## src/rtl/clock_divider_multi.sv

```systemverilog
// clock_divider_multi: CHANNELS independent run-time programmable clock dividers.
//   clk      system clock, rising edge
//   rst      asynchronous active-low reset
//   en       per-channel run enable
//   sync     synchronous restart of every channel, applies all pending configs
//   cfg_*    write strobe, target channel, divisor and mode (0 toggle, 1 pulse)
//   clk_out  divided output per channel
//   tick     one-cycle strobe at each terminal count
//   pending  shadow config written but not yet applied
module clock_divider_multi #(
    parameter int CHANNELS   = 4,
    parameter int WIDTH      = 26,
    parameter int SELW       = 2,
    parameter int RESET_DIV  = 49_999_999,
    parameter bit RESET_MODE = 1'b0
) (
    input  logic                clk,
    input  logic                rst,
    input  logic [CHANNELS-1:0] en,
    input  logic                sync,
    input  logic                cfg_we,
    input  logic [SELW-1:0]     cfg_sel,
    input  logic [WIDTH-1:0]    cfg_div,
    input  logic                cfg_mode,
    output logic [CHANNELS-1:0] clk_out,
    output logic [CHANNELS-1:0] tick,
    output logic [CHANNELS-1:0] pending
);
    for (genvar g = 0; g < CHANNELS; g++) begin : g_ch
        logic [WIDTH-1:0] cnt, adiv, sdiv;
        logic amode, smode, upd, co, tk, pd;
        logic wr, tc;
        assign wr = cfg_we && (cfg_sel == SELW'(g));
        assign tc = cnt == adiv;
        assign clk_out[g] = co;
        assign tick[g] = tk;
        assign pending[g] = pd;
        // Shadow always equals active unless pd or upd is set, so copying
        // shadow into active at every apply point is harmless. upd marks a
        // write to a disabled channel, applied on the following edge.
        always_ff @(posedge clk or negedge rst) begin
            if (!rst) begin
                cnt   <= '0;
                adiv  <= WIDTH'(RESET_DIV);
                sdiv  <= WIDTH'(RESET_DIV);
                amode <= RESET_MODE;
                smode <= RESET_MODE;
                upd   <= 1'b0;
                co    <= 1'b0;
                tk    <= 1'b0;
                pd    <= 1'b0;
            end else begin
                if (wr) begin
                    sdiv  <= cfg_div;
                    smode <= cfg_mode;
                end
                if (sync || upd) begin
                    cnt   <= '0;
                    tk    <= 1'b0;
                    co    <= !sync && !amode && !smode && co;
                    adiv  <= sdiv;
                    amode <= smode;
                    pd    <= wr && en[g];
                    upd   <= wr && !en[g];
                end else if (!en[g]) begin
                    tk  <= 1'b0;
                    co  <= co && !amode;
                    upd <= wr;
                end else if (tc) begin
                    cnt   <= '0;
                    tk    <= 1'b1;
                    co    <= (amode != smode) ? 1'b0 : (amode || !co);
                    adiv  <= sdiv;
                    amode <= smode;
                    pd    <= wr;
                end else begin
                    cnt <= cnt + WIDTH'(1);
                    tk  <= 1'b0;
                    co  <= co && !amode;
                    pd  <= pd || wr;
                end
            end
        end
    end
endmodule
```

## config.mk

```make
export PLATFORM = sky130hd
export DESIGN_NAME = clock_divider_multi
export DESIGN_NICKNAME = d
export VERILOG_FILES = /design/src/rtl/clock_divider_multi.sv
export SDC_FILE = /design/constraint.sdc
export NUM_CORES = 1
export LEC_CHECK = 0
export ABC_AREA = 1
export BUFFER_PORTS_ARGS = -buffer_cell sky130_fd_sc_hd__buf_4
export CAP_MARGIN = 25
export CELL_PAD_IN_SITES_DETAIL_PLACEMENT = 1
export CELL_PAD_IN_SITES_GLOBAL_PLACEMENT = 2
export CORE_MARGIN = 3
export CORE_UTILIZATION = 30
export CTS_BUF_LIST = sky130_fd_sc_hd__clkbuf_2 sky130_fd_sc_hd__clkbuf_4 sky130_fd_sc_hd__clkbuf_8
export DETAILED_ROUTE_END_ITERATION = 8
export PLACE_DENSITY = 0.73
export SLEW_MARGIN = 20
export SYNTH_ARGS = -nofsm -noshare
export SYNTH_HDL_FRONTEND = slang
export SYNTH_SLANG_ARGS = --single-unit
```

## constraint.sdc

```tcl
create_clock -name clk -period 5.4 [get_ports clk]
set_clock_uncertainty 0.1 [all_clocks]
set_input_delay 1.08 -clock clk [delete_from_list [all_inputs] [get_ports clk]]
set_output_delay 1.08 -clock clk [all_outputs]
set_load 0.03 [all_outputs]
```

### After elaboration in Yosys (flattened, before gate mapping)

Cells that the tools add are included.

| cells by class | value |
|---|---|
| $add $sub $neg | 4 |
| equal/unequal tests | 15 |
| multiplexer cells | 84 |
| reduce and logical (&&, ||, !) cells | 70 |

Operator list:

| kind | count |
|---|---|
| 26-bit two-way mux | 24 |
| 26-bit by 1-bit adder with 26-bit output (second input constant) | 4 |
| 26-bit == test | 4 |
| 1-bit two-way mux | 60 |
| 1-bit logical AND | 28 |
| 1-bit logical NOT | 17 |
| 2-bit nonzero test | 8 |
| 1-bit logical OR | 12 |
| 2-bit by 1-bit inequality test with 1-bit output (second input constant) | 4 |
| 2-bit AND reduction | 4 |
| 2-bit == test (second input constant) | 2 |
| 1-bit inequality test | 4 |
| 2-bit by 1-bit == test with 1-bit output (second input constant) | 1 |
| 2-bit logical NOT | 1 |

| word-level totals | value |
|---|---|
| register bits | 336 |
| input bits | 37 |
| output and inout bits | 12 |
| word-level logic and storage cells | 209 |

### Depth between registers and ports, before layout

Gate-level depths: netlist of run 1.

| logic depth | value |
|---|---|
| word-level depth | 6 |
| mapped depth | 14 |
| gate-level depth less buffers | 13 |

### Worst setup path after synthesis of run 1

Ideal clock, no wire load.

| timing path | value |
|---|---|
| path type | input to register |
| start point | in en[1] |
| end point | reg g_ch[1].cnt[14] |
| arrival time | 1936 ps |
| required time | 5181 ps |
| setup slack | 3244 ps |
| cell stages on the path | 9 |
| cell sequence | inv_1 > nand2_4 > nand2_1 > nor2_2 > nand3_1 > nor2_2 > nand3_1 > o22ai_1 > nor2_1 |

| between the ends | value |
|---|---|
| cells in the longest elaborated chain, start to end | 1 |

RTL lines:

| item | RTL line | text |
|---|---|---|
| start, declared | 19 | `input logic [CHANNELS-1:0] en,` |
| 2-bit nonzero test (no source line) | - |  |
| end signal, assigned | 77 | `cnt <= cnt + WIDTH'(1);` |
| end, declared | 30 | `logic [WIDTH-1:0] cnt, adiv, sdiv;` |

No other way between the ends.
A chain may end at the register's enable or synchronous reset.

### Worst setup path in the final report of run 1

| timing path | value |
|---|---|
| start point | reg g_ch[1].adiv[23] |
| end point | reg g_ch[1].adiv[5] |

| between the ends | value |
|---|---|
| cells in the longest elaborated chain, start to end | 3 |

RTL lines:

| item | RTL line | text |
|---|---|---|
| start, declared | 30 |  |
| start signal, assigned | 44 | `adiv <= WIDTH'(RESET_DIV);` |
| start signal, assigned | 61 | `adiv <= sdiv;` |
| start signal, assigned | 73 | `adiv <= sdiv;` |
| 26-bit == test | 34 | `assign tc = cnt == adiv;` |
| 2-bit nonzero test (no source line) | - |  |
| 2-bit AND reduction (no source line) | - |  |

No other way between the ends.

==> summary.txt, run 1 <==
Finish
  • Net count, final: 2376
  • Proportion of layout cells with a drive suffix above 1: 16.4%
  • Final standard cell area without fillers: 19900 um2
  • Layout area overhead: 13.5%
  • Multi-input gate area in the final layout: ~7300 um2
  • Most frequent cells in the layout: 803 x nand2_1, 268 x inv_1, 192 x dfrtp_1
  • Number of fill cells in the layout: 7057
  • Reg area: 8590 um2
  • Most common cell after layout, fill and taps aside: nand2_1
  • Final non-filler cell total: between 3000 and 4000

Die
  • Die ar.: 61300 um2
  • Number of top-level pins: 49
  • Width of the die: 248 um
  • Number of standard-cell rows in the floorplan: 87
  • Placeable core region: 57000 um2
  • Effective utilization at floorplan: 30.7%
  • Vert. Die Dim: approximately 250 um

Status
  • Status: complete, no violations

Synth
  • Post-Synthesis Net Count: 2339
  • Share of the synthesized area in the top cell type: 27.4%
  • Flip-flop cell with the highest count after synthesis: dfrtp_1
  • Count of yosys warnings during synthesis: 0
  • Compound-Gate Fraction of Synth Area: 6.09%
  • Number of register bits inferred by synthesis: about 340
  • Syn_area_per_cell: around 7.6 um2
  • Cell type with the largest total area after synthesis: dfrtp_1
  • Multiplexer share of the synthesized area: 0%
  • Dominant combinational cell family by area after synthesis: simple AND/OR/NAND/NOR gates
  • Number of standard cells after synthesis: approximately 2300
  • Number of enable-type register cells in the synthesized netlist: 0
  • Xor/xnor cell area share of the yosys netlist: 4.85%
  • Post-synthesis share of cell area spent on full adders, half adders and majority gates: 0.286%
  • Biggest area contributors in the synthesized netlist: dfrtp_1 27%, dfstp_2 22%, nand2_1 17%
  • Synth Area in Simple Gates: 30.4%
  • Count of unique library cells instantiated by Yosys: 36
  • Post-synthesis instance area: 17500 um2
  • Seq/Total Area, Yosys: 49.0%
  • Share of flip-flops with an asynchronous set or reset: 100%

Global route
  • Remaining global-route overflow: 0
  • Most used routing layer: met2
  • Number of global-route vias before repair: 15400
  • Met3 track utilization from global routing: between 2 and 3%
  • Global routing met2 resource utilization: 29.5%
  • First-pass GRT wire length: 85.8 mm
  • GRT Overall Usage: ~18%
  • Antenna violations before repair: 6
  • Pin count of the biggest net entering global routing: 109
  • Global routing met1 resource utilization: 24.2%

Critical path
  • CP Capture Type: flop
  • CP most frequent cell: nand2_1
  • Startpoint types: flop
  • Number of buffer and inverter instances along the worst setup path: 2
  • Critical path class: flop to flop
  • Arrival time reported for the critical path endpoint: 3220 ps
  • Biggest fanout along the worst timing path: 46
  • Highest-delay cell along the critical path: inv_4
  • Slowest stage delay, CP: 600 ps
  • Top cell family by delay on the critical path: simple AND/OR/NAND/NOR gates
  • Cell breakdown of the critical path: inv_1 > nand2_1 > nand2_1 > nor2_1 > nand3_1 > nor2_2 > nand3_2 > nand2_2 > nand2_2 > inv_4 > nand2_1 > nand2_1
  • Required time of the critical path: 5860 ps

Pwr
  • Power share of the sequential group: around 47%
  • NetSw: roughly 2.1 mW
  • Power share of the combinational group: 13.7%
  • Leakage power figure: between 9 and 10 nW
  • Internal power: 4.87 mW
  • Power density over cell area: 349 nW/um2
  • Share of total power in the clock network: 39.8%
  • Peak supply drop: 161 uV
  • Switching power as a share of total power: 29.8%

Placement
  • Number of buffers added on ports: 48
  • Cell area reported after detailed placement: around 18000 um2
  • Placed instance count: between 3000 and 4000
  • HPWL after DPL: 37.2 mm
  • Final weighted congestion in routability-driven placement: between 0.7 and 0.8

Timing
  • TNS Setup: 0 ps
  • Number of hold-slack violations in the final timing report: 0
  • Unrepaired setup endpoints after global routing: no
  • Worst slew margin relative to its limit: 46.5%
  • Max-slew violation count: 0
  • Slew @ Worst Pin: 799 ps
  • Setup-violating endpoint count in the final report: 0
  • Final period util: 51.2%
  • Maximum frequency from static timing analysis: 0.362 GHz
  • Time the worst path needs with I/O delays and setup: 2760 ps

Routing
  • Total vias in the final route: 14500
  • Initial DRC Count: 665
  • Sum of routed wire length over all layers: roughly 53 mm
  • Pre-Repair DR Iteration Count: 4
  • Antenna-violating nets left: 0
  • Count of unresolved DRC violations after routing: 0
  • DR WL/cell: 16.8 um
  • Routed via count divided by cell count: about 4.6

Clock network
  • Maximum level of the CTS H-tree: 3
  • Clock network latency to the later pin of the worst-skew pair: 640 ps
  • Setup bufs post-CTS: 0
  • Root cell of the clock tree: clkbuf_8
  • Number of buffers inserted during clock tree synthesis: 67
  • CTS-repair resized insts: 0
  • Clock tree from TritonCTS: built
  • Number of buffers inserted for hold repair after clock tree synthesis: 0
  • Sinks on Clock Net: 336
  • CTS clock-pin slew for the worst setup and hold paths: about 60 ps
  • Clk buf depth: 3

Job
  • Max-Cap Viols: 0

Min path
  • Path category of the worst min-delay check: input pin to asynchronous set/reset pin
[through the flow]
step / hold slack [ps] / utilization (%) / worst slack (ps) / total power, mW
after floorplan: 342 / - / 3240 / 3.87
after global placement: 350 / 32.2 / 2230 / 4.19
after detailed placement: 360 / 32.3 / 2150 / 4.24
after CTS: 313 / 34.8 / 2550 / 7.07
after global routing: 344 / 34.9 / 2260 / 7.40
final: 329 / 34.9 / 2640 / 6.94
[synth_stat cells, types with 23 or more instances]
library cell	instances
nand2_1	804
clkbuf_1	28
nor3_1	39
xor2_1	74
nand3_1	149
xnor2_1	23
o21ai_0	137
buf_4	24
a21oi_1	55
dfrtp_1	192
dfstp_2	144
nand4_1	46
nor2_1	185
inv_1	268
[power by group through the flow]
stage / Clock (mW) / Sequential [mW] / Combinational, mW
2_1_floorplan: 0 / 3.16 / 0.705
3_3_place_gp: 0 / 3.26 / 0.931
3_5_place_dp: 0 / 3.27 / 0.975
4_1_cts: 2.87 / 3.23 / 0.978
5_1_grt: 3.00 / 3.27 / 1.13
6_report: 2.76 / 3.22 / 0.954
[kinds of logic (layout without fill, tap and decap cells)]
| kind of cell | count (synthesis) | count (layout) |
|---|---|---|
| compound gates | 210 | 210 |
| fa+ha+maj | 4 | 4 |
| xor+xnor | 97 | 97 |
| other cells | 0 | 1 |
| simple gates | 1270 | 1270 |
| buf+inv | 381 | 473 |
| flops | 336 | 336 |
[final timing paths]
kind	startpoint	endpoint	slack (ps)	cells past startpoint
worst min-delay path	rst	g_ch[2].cnt[0]$_DFFE_PN0P_	330	1
worst max register to register	g_ch[1].adiv[23]$_DFFE_PN1P_	g_ch[1].adiv[5]$_DFFE_PN1P_	2640	12
worst max-delay path	g_ch[1].adiv[23]$_DFFE_PN1P_	g_ch[1].adiv[5]$_DFFE_PN1P_	2640	12
worst min register to register	g_ch[1].sdiv[17]$_DFFE_PN1P_	g_ch[1].adiv[17]$_DFFE_PN1P_	360	2
max in group asynchronous	rst	g_ch[1].pd$_DFFE_PN0P_	3800	2
min in group clk	g_ch[1].sdiv[17]$_DFFE_PN1P_	g_ch[1].adiv[17]$_DFFE_PN1P_	360	2
[sequential cells by signal, indices dropped and copies added, names as in the netlist]
register,flops
g_ch.adiv,104
g_ch.amode,4
g_ch.cnt,104
g_ch.co,4
g_ch.pd,4
g_ch.sdiv,104
g_ch.smode,4
g_ch.tk,4
g_ch.upd,4
[per-layer routing]
layer / wire [um] / part of all wire [%]
met1: 25400 / 48
met2: 24700 / 47
met3: 1890 / 3.6
met4: 994 / 1.9
met5: 0 / 0
[area by class of cell]
cell class	count	area share, %
flip-flops and latches	336	43.2
multi-input cells	1581	36.8
clock buffers	105	6.45
inverters	291	5.51
well taps	756	4.76
repair buffers	58	2.62
clock inverters	19	0.692
diodes	1	0.0126
No activity file was read; power rests on OpenSTA's default activity.
==> run 2: changes to the inputs <==
--- a/config.mk
+++ b/config.mk
@@ -14,7 +14,7 @@
 export CORE_UTILIZATION = 30
 export CTS_BUF_LIST = sky130_fd_sc_hd__clkbuf_2 sky130_fd_sc_hd__clkbuf_4 sky130_fd_sc_hd__clkbuf_8
 export DETAILED_ROUTE_END_ITERATION = 8
-export PLACE_DENSITY = 0.73
+export PLACE_DENSITY = 0.76
 export SLEW_MARGIN = 20
 export SYNTH_ARGS = -nofsm -noshare
 export SYNTH_HDL_FRONTEND = slang
==> constraint.sdc (replaced) <==
create_clock -name clk -period 2.5 [get_ports clk]
set_clock_uncertainty 0.1 [all_clocks]
set_input_delay 0.5 -clock clk [delete_from_list [all_inputs] [get_ports clk]]
set_output_delay 0.5 -clock clk [all_outputs]
set_load 0.03 [all_outputs]
==> run 2 against run 1 <==
Sequential cell count unchanged. Worst setup slack got worse by 2400 ps. First-iteration DRC count increased by 10%. Non-clock buffer count increased by 26. Register-to-register slack got worse by 2400 ps. Via count increased by 1.8%. Largest power group unchanged. Sequential share of layout area decreased by 0.59 points.
==> summary.txt, run 2 (synthesis results as in run 1) <==
Status
  • Status: complete, no violations (unchanged)

Placement
  • Final weighted congestion in routability-driven placement: 0.817 (was 0.796)
  • Number of buffers added on ports: 48 (unchanged)
  • HPWL after DPL: 38.2 mm (was 37.2 mm)

Critical path
  • Critical path class: flop to flop (unchanged)
  • Crit path capture: g_ch[3].adiv[3]$_DFFE_PN1P_ (was g_ch[1].adiv[5]$_DFFE_PN1P_)
  • Slack of the worst reg-to-reg path: 240 ps (was 2640 ps)
  • Number of buffer and inverter instances along the worst setup path: 2 (unchanged)
  • Top cell family by delay on the critical path: simple AND/OR/NAND/NOR gates (unchanged)
  • Cell breakdown of the critical path: inv_1 > nand2_1 > nand2_1 > nor2_1 > nand2_1 > nor2_1 > nand3_2 > nand2_4 > buf_12 > nand3_1 > nand2_1 (was inv_1 > nand2_1 > nand2_1 > nor2_1 > nand3_1 > nor2_2 > nand3_2 > nand2_2 > nand2_2 > inv_4 > nand2_1 > nand2_1)
  • Startpoint types: flop (unchanged)
  • CP Capture Type: flop (unchanged)
  • Capture instance of the worst register-to-register path: g_ch[3].adiv[3]$_DFFE_PN1P_ (was g_ch[1].adiv[5]$_DFFE_PN1P_)
  • Launch point of the worst path: g_ch[3].cnt[24]$_DFFE_PN0P_ (was g_ch[1].adiv[23]$_DFFE_PN1P_)
  • Depth of the worst register-to-register path: 11 (was 12)
  • Logic depth of the worst setup path including buffers: 11 (was 12)
  • Highest-delay cell along the critical path: dfrtp_1 (was inv_4)
  • Required time of the critical path: 2960 ps (was 5860 ps)
  • Reg2Reg Launch Point: g_ch[3].cnt[24]$_DFFE_PN0P_ (was g_ch[1].adiv[23]$_DFFE_PN1P_)
  • Slowest stage delay, CP: 430 ps (was 600 ps)
  • Biggest fanout along the worst timing path: 33 (was 46)
  • CP most frequent cell: nand2_1 (unchanged)
  • Arrival time reported for the critical path endpoint: 2730 ps (was 3220 ps)

Finish
  • Number of fill cells in the layout: 7043 (was 7057)
  • Net count, final: 2401 (was 2376)
  • Most common cell after layout, fill and taps aside: nand2_1 (unchanged)
  • Reg area: 8590 um2 (unchanged)
  • Multi-input gate area in the final layout: 7320 um2 (was 7310 um2)
  • Top Registers: g_ch.adiv x104, g_ch.cnt x104, g_ch.sdiv x104 (unchanged)
  • Proportion of layout cells with a drive suffix above 1: 16.9% (was 16.4%)
  • Most frequent cells in the layout: 803 x nand2_1, 268 x inv_1, 192 x dfrtp_1 (unchanged)
  • Layout area overhead: 15.0% (was 13.5%)

Clock network
  • Clock network latency to the later pin of the worst-skew pair: 630 ps (was 640 ps)
  • Setup bufs post-CTS: 0 (unchanged)
  • Root cell of the clock tree: clkbuf_8 (unchanged)
  • CTS clock-pin slew for the worst setup and hold paths: 60 ps (about the same)
  • Clock tree from TritonCTS: built (unchanged)
  • Clk buf depth: 3 (unchanged)
  • Number of buffers inserted during clock tree synthesis: 66 (was 67)
  • Maximum level of the CTS H-tree: 3 (unchanged)
  • Sinks on Clock Net: 336 (unchanged)

Pwr
  • Tot Pwr: 15.1 mW (was 6.94 mW)
  • Power density over cell area: 751 nW/um2 (was 349 nW/um2)
  • Peak supply drop: 400 uV (was 161 uV)
  • Leakage power figure: 9.73 nW (was 9.58 nW)

Die
  • Number of top-level pins: 49 (unchanged)
  • Effective utilization at floorplan: 30.7% (unchanged)
  • Placeable core region: 57000 um2 (unchanged)
  • Number of standard-cell rows in the floorplan: 87 (unchanged)
  • Width of the die: 248 um (unchanged)
  • Die ar.: 61300 um2 (unchanged)
  • Vert. Die Dim: 248 um (unchanged)

Routing
  • DR WL/cell: 16.9 um (was 16.8 um)
  • Antenna-violating nets left: 0 (unchanged)
  • Total vias in the final route: 14800 (was 14500)
  • Pre-Repair DR Iteration Count: 5 (was 4)
  • Routed via count divided by cell count: 4.67 (was 4.62)
  • Sum of routed wire length over all layers: 53.5 mm (was 53.0 mm)
  • Count of unresolved DRC violations after routing: 0 (unchanged)
  • Initial DRC Count: 733 (was 665)

Min path
  • Path category of the worst min-delay check: input pin to flop (was input pin to asynchronous set/reset pin)

Global route
  • Number of global-route vias before repair: 15800 (was 15400)
  • Pin count of the biggest net entering global routing: 71 (was 109)
  • First-pass GRT wire length: 87.1 mm (was 85.8 mm)
  • Remaining global-route overflow: 0 (unchanged)
  • GRT Overall Usage: 18.1% (was 17.9%)
  • Antenna violations before repair: 7 (was 6)

Timing
  • Setup-violating endpoint count in the final report: 0 (unchanged)
  • Time the worst path needs with I/O delays and setup: 2260 ps (was 2760 ps)
  • Slew @ Worst Pin: 667 ps (was 799 ps)
  • Final period util: 90.5% (was 51.2%)
  • Number of hold-slack violations in the final timing report: 0 (unchanged)
  • Unrepaired setup endpoints after global routing: no (unchanged)
  • Maximum frequency from static timing analysis: 0.442 GHz (was 0.362 GHz)
  • Worst slew margin relative to its limit: 55.5% (was 46.5%)
  • Max-slew violation count: 0 (unchanged)
  • TNS Setup: 0 ps (unchanged)

Job
  • Max-Cap Viols: 0 (unchanged)
[run 2: cell types whose count changed in the layout (fill, tap and decap cells not counted), moves of 5 or more]
cell | before | now
clkinv_2 | 11 | 4
clkbuf_8 | 79 | 84
dlygate4sd3_1 | 0 | 5
clkinvlp_4 | 7 | 2
buf_4 | 52 | 70
buf_12 | 3 | 8
[run 2: cell type report]
| type | count | area share (%) |
|---|---|---|
| Tap cell | 756 | 4.69 |
| Clock buffer | 111 | 6.74 |
| Timing Repair Buffer | 84 | 3.73 |
| Multi-Input combinational cell | 1581 | 36.3 |
| Antenna cell | 2 | 0.0248 |
| Inverter | 291 | 5.44 |
| Sequential cell | 336 | 42.6 |
| Clock inverter | 10 | 0.453 |
[run 2: per-layer routing]
metal  track usage, %  part of all wire [%]  wire, um  vias to the layer above
li1                 -                     -         -                     7272
met1             24.0                    47     25000                     7226
met2             29.8                    47     25100                      218
met3             3.06                   3.6      1940                       88
met4             6.49                   2.8      1520                        2
met5                0                 0.022        12                        -
[run 2: power breakdown]
part / switching [mW] / internal, mW
Sequential: 0.557 / 6.40
Combinational: 1.36 / 0.770
Clock: 2.50 / 3.54
[run 2: tightest hold or removal path: stages]
cell	delay, ps
buf_4	120
inv_1	160
o21ai_0	120
[run 2: how the worst min path moves through the flow]
stage	from	to	slack, ps	cells after the start
finish	cfg_div[17]	g_ch[2].sdiv[17]$_DFFE_PN1P_	180	3
detailed placement	rst	g_ch[2].cnt[4]$_DFFE_PN0P_	340	1
global placement	rst	g_ch[2].cnt[4]$_DFFE_PN0P_	340	1
floorplan	rst	g_ch[0].adiv[10]$_DFFE_PN0P_	100	0
global route	cfg_div[17]	g_ch[2].sdiv[17]$_DFFE_PN1P_	170	3
CTS	cfg_div[17]	g_ch[2].sdiv[17]$_DFFE_PN1P_	130	3
[run 2: metrics by stage]
step	utilization, %	area [um2]	instances	setup WS, ps	hold slack (ps)
final	35.3	20200	3171	237	182
after global routing	35.3	20100	3169	29.6	175
after CTS	35.3	20100	3169	146	132
after detailed placement	32.7	18600	3043	162	340
after global placement	32.7	18600	3043	212	337
after floorplan	-	17500	2298	775	104
[run 2: repair_timing]
item / 4_1_cts / 5_1_grt
endpoints found under the hold margin: 38 / 0
hold buffers: 5 / 0
resized for setup: 0 / 2
setup endpoints to repair: 0 / 37
